==> config.mk <==
export PLATFORM = sky130hd
export DESIGN_NAME = router_port_buffer
export DESIGN_NICKNAME = d
export VERILOG_FILES = /design/src/rtl/router_port_buffer.sv
export SDC_FILE = /design/constraint.sdc
export NUM_CORES = 1
export LEC_CHECK = 0
export BUFFER_PORTS_ARGS = -buffer_cell sky130_fd_sc_hd__buf_2
export CORE_MARGIN = 4
export CORE_UTILIZATION = 51
export DETAILED_ROUTE_END_ITERATION = 8
export PLACE_DENSITY = 0.75
export SETUP_SLACK_MARGIN = 0.2
export SLEW_MARGIN = 20
export SYNTH_ARGS = -nofsm -noshare
export SYNTH_HDL_FRONTEND = slang
export SYNTH_SLANG_ARGS = --single-unit
==> constraint.sdc <==
create_clock -name clk -period 2.27 [get_ports clk]
set_clock_uncertainty 0.15 [all_clocks]
set_input_delay 0.1135 -clock clk [delete_from_list [all_inputs] [get_ports clk]]
set_output_delay 0.1135 -clock clk [all_outputs]
set_load 0.01 [all_outputs]
==> src/rtl/router_port_buffer.sv <==
// First-word-fall-through input buffer for one router port, valid/ready on both sides.
// Optional combinational pass-through when empty: define ROUTER_PORT_BUFFER_BYPASS_EN.
module router_port_buffer #(
  parameter int DATA_WIDTH = 16,
  parameter int DEPTH      = 4
) (
  input  logic                          clk,
  input  logic                          reset,
  input  logic [DATA_WIDTH-1:0]         in_data_i,
  input  logic                          in_enable_i,
  output logic                          in_ready_o,
  output logic [DATA_WIDTH-1:0]         out_data_o,
  output logic                          out_enable_o,
  input  logic                          out_ready_i,
  output logic [$clog2(DEPTH+1)-1:0]    count_o,
  output logic                          overflow_o
);

  localparam int AW = $clog2(DEPTH);
  localparam int CW = $clog2(DEPTH + 1);

  logic [DATA_WIDTH-1:0] mem [DEPTH];
  logic [AW-1:0]         wr_ptr;
  logic [AW-1:0]         rd_ptr;
  logic [CW-1:0]         count;
  logic                  overflow;
  logic                  full;
  logic                  empty;
  logic                  bypass;
  logic                  push;
  logic                  pop;

  assign full  = (count == CW'(DEPTH));
  assign empty = (count == '0);

`ifdef ROUTER_PORT_BUFFER_BYPASS_EN
  assign bypass       = empty & in_enable_i & out_ready_i;
  assign out_enable_o = empty ? in_enable_i : 1'b1;
  assign out_data_o   = !empty     ? mem[rd_ptr] :
                        in_enable_i ? in_data_i  : '0;
`else
  assign bypass       = 1'b0;
  assign out_enable_o = ~empty;
  assign out_data_o   = empty ? '0 : mem[rd_ready_idx()];
`endif

  // Ready looks only at registered occupancy, so a pop never admits a word to a full buffer.
  assign in_ready_o = ~full;
  assign push       = in_enable_i & ~full & ~bypass & ~reset;
  assign pop        = ~empty & out_ready_i;
  assign count_o    = count;
  assign overflow_o = overflow;

  function automatic logic [AW-1:0] rd_ready_idx();
    return rd_ptr;
  endfunction

  always_ff @(posedge clk) begin
    if (reset) begin
      wr_ptr   <= '0;
      rd_ptr   <= '0;
      count    <= '0;
      overflow <= 1'b0;
    end else begin
      if (push) wr_ptr <= wr_ptr + AW'(1);
      if (pop)  rd_ptr <= rd_ptr + AW'(1);
      count <= count + CW'(push) - CW'(pop);
      if (in_enable_i && full) overflow <= 1'b1;
    end
  end

  always_ff @(posedge clk) begin
    if (push) mem[wr_ptr] <= in_data_i;
  end

endmodule

==> results.sh <==
export IMPL_status="complete, but fails checks"
export IMPL_violations="negative hold slack"
export IMPL_synth_seq_area_share=0.708
export IMPL_start_util=0.535
export IMPL_fmax_mhz=448
export IMPL_avgViaCountPerCell=5.22
export IMPL_dp_hpwl_um=3550
export IMPL_grt_max_degree=17
export IMPL_hold_start="reset"
export IMPL_rows=27
export IMPL_synth_largest_area_cell="edfxtp_1"
export IMPL_period_needed_ns=2.23
export IMPL_slew_headroom=0.837
export IMPL_vias=1655
export IMPL_total_power_mw=4.15
export IMPL_worst_hold_path_type="in2reg"
export IMPL_powerDensity_nw_per_um2=1080
export IMPL_drt_total_wl_um=5510
export IMPL_synth_top_area_frac=0.641
export IMPL_antenna_found_initial=0
export IMPL_drc_errors=0
export IMPL_p_comb_frac=0.328
export IMPL_syn_to_final_growth_pct=28.8
export IMPL_r2r_cells=10
export IMPL_worst_pin_slew_ns=0.244
export IMPL_cp_max_fo=3
export IMPL_setup_viol_count_final=0
export IMPL_layout_drive_gt1_share=0.392
export IMPL_die_area_um2=7170
export IMPL_ios=42
export IMPL_cp_end_kind="flop"
export IMPL_track_usage=0.171
export IMPL_switching_share=0.284
export IMPL_cp_required_ns=2.35
export IMPL_grt_first_pass_wirelength_um=9030
export IMPL_syn_inst=158
export IMPL_startpoint_type="flop"
export IMPL_ys_types=27
export IMPL_maxSlewViolCount=0
export IMPL_die_x_um=84.7
export IMPL_ir_drop_mv=0.739
export IMPL_arrival_ns=2.31
export IMPL_clock_sinks=74
export IMPL_synthTopCellsByArea="edfxtp_1 (64%), mux4_2 (7.5%), dfxtp_1 (6.7%), mux4_1 (5.3%), nor2b_1 (3.1%)"
export IMPL_p_int_mw=2.97
export IMPL_p_switching_mw=1.18
export IMPL_seq_power_share=0.417
export IMPL_holdBufCountCts=20
export IMPL_period_share=0.983
export IMPL_hold_ws_ns=-0.0688
export IMPL_drtAntennaViolNets=0
export IMPL_reg2reg_to="count_o[2]$_SDFF_PP0_"
export IMPL_min_delay_path_depth=2
export IMPL_holdPathEnd="count_o[2]$_SDFF_PP0_"
export IMPL_cts_buffers_inserted=9
export IMPL_core_region_area_um2=5610
export IMPL_drt_first_pass_iters=4
export IMPL_p_leak_nw=1.45
export IMPL_grt_setup_unrepaired="yes"
export IMPL_cap_violations=0
export IMPL_r2r_setup_slack_ns=0.04
export IMPL_io_buffer_count=41
export IMPL_synth_nets=185
export IMPL_clkPwrFrac=0.254
export IMPL_postSynthAreaPerCell_um2=19.0
export IMPL_timing_rr_start="count_o[2]$_SDFF_PP0_"
export IMPL_clock_latency_ns=0.34
export IMPL_diodes=0
export IMPL_gp_congestion=0.719
export IMPL_hold_violations=6
export IMPL_grt_pass1_vias=1866
export IMPL_final_nets=267
export IMPL_syn_area_um2=3000
export IMPL_cts_tree="yes"
export IMPL_crit_type="reg2reg"
export IMPL_die_h_um=84.7
export IMPL_clk_pin_slew_worst_paths_ns=0.07
export IMPL_ctsRootBufferMaster="clkbuf_8"
export IMPL_wl_per_cell_um=17.4
export IMPL_yosysWarnings=0
export IMPL_first_iter_violations=83
export IMPL_h_tree_depth=3
export IMPL_clock_path_buffers=2
export IMPL_synth_seq_cells=74
export IMPL_grt_overflow_total=0
logic make-up after synthesis:
family,after synthesis,share of synthesized area
flops,74,0.708
simple gates,35,0.0805
mux,17,0.131
buf+inv,16,0.0292
fa+ha+maj,7,0.0317
compound gates,6,0.0109
xor+xnor,3,0.00877
registers in the layout (all words and copies together), names as in the netlist, named ones only:
signal      count
wr_ptr          2
overflow_o      1
mem            64
rd_ptr          2
count_o         3
power groups by stage:
stage | Combinational [mW] | Clock (mW) | Sequential [mW]
2_1_floorplan | 0.826 | 0 | 1.71
3_3_place_gp | 1.14 | 0 | 1.73
3_5_place_dp | 1.18 | 0 | 1.74
4_1_cts | 1.36 | 1.08 | 1.73
5_1_grt | 1.50 | 1.14 | 1.75
6_report | 1.36 | 1.06 | 1.73
repair_timing:
action | 4_1_cts | 5_1_grt
buffers inserted | 5 | 1
gates resized for setup | 7 | 3
endpoints found under the setup margin | 18 | 12
hold endpoints to repair | 73 | 6
pin swaps | 6 | 3
cell usage after synthesis (all sizes together):
master / count
mux4: 16
and2: 4
o31ai: 1
buf: 5
xor2: 1
clkbuf: 1
nor2: 5
nor3: 2
or3: 2
xnor2: 2
a21oi: 3
nand2: 1
nor2b: 18
mux2i: 1
o21ai: 2
dfxtp: 10
edfxtp: 64
fa: 1
nand2b: 2
inv: 10
ha: 6
nor3b: 1
metal layers:
| metal | vias to the layer above | global-route usage | wire length, um |
|---|---|---|---|
| li1 | 768 | - | - |
| met1 | 831 | 0.186 | 2150 |
| met2 | 42 | 0.304 | 2950 |
| met3 | 14 | 0.0432 | 257 |
| met4 | 0 | 0.0906 | 153 |
| met5 | - | 0 | 0 |
cells in the final DEF (no fill, tap or decap), drive strengths merged, types with 2 or more instances in the layout:
master	instances
or3	2
o21ai	2
inv	10
dlygate4sd3	20
mux4	16
dfxtp	10
xnor2	2
ha	6
nor2	5
clkbuf	16
a21oi	3
nor3	2
and2	4
buf	57
nand2b	2
edfxtp	64
nor2b	18
metrics by stage:
step | setup slack, ns | cell area [um^2] | util | cells | TNS, ns
global placement | 0.0980 | 3340 | 0.596 | 275 | 0
global route | -0.0688 | 3860 | 0.688 | 317 | -0.0688
finish | 0.0382 | 3860 | 0.688 | 317 | 0
CTS | 0.0358 | 3840 | 0.685 | 316 | 0
floorplan | 0.0611 | 3020 | - | 158 | 0
detailed placement | -0.0549 | 3340 | 0.596 | 275 | -0.0549
worst max-delay path, stage by stage (launching register included):
cell	delay, ns
dfxtp_4	0.36
buf_12	0.12
o31ai_4	0.20
inv_1	0.08
ha_1	0.28
inv_1	0.04
ha_2	0.17
fa_2	0.36
xnor2_2	0.14
xnor2_1	0.16
nor2_1	0.05
layout make-up:
cell class                 instances  area, um^2
timing repair buffer              77         546
tap                               72        90.1
sequential                        74        2140
clock buffer                      16         223
multi-input combinational         68         826
fill                             381        1750
inverter                          10        37.5
worst max path at each step:
stage | startpoint | endpoint | depth (start not counted)
detailed placement | count_o[1]$_SDFF_PP0_ | count_o[2]$_SDFF_PP0_ | 9
finish | count_o[2]$_SDFF_PP0_ | count_o[2]$_SDFF_PP0_ | 10
CTS | count_o[2]$_SDFF_PP0_ | count_o[2]$_SDFF_PP0_ | 10
global route | count_o[2]$_SDFF_PP0_ | count_o[2]$_SDFF_PP0_ | 10
floorplan | count_o[2]$_SDFF_PP0_ | count_o[2]$_SDFF_PP0_ | 10
global placement | count_o[2]$_SDFF_PP0_ | count_o[2]$_SDFF_PP0_ | 10
(Power assumes the default switching activity.)
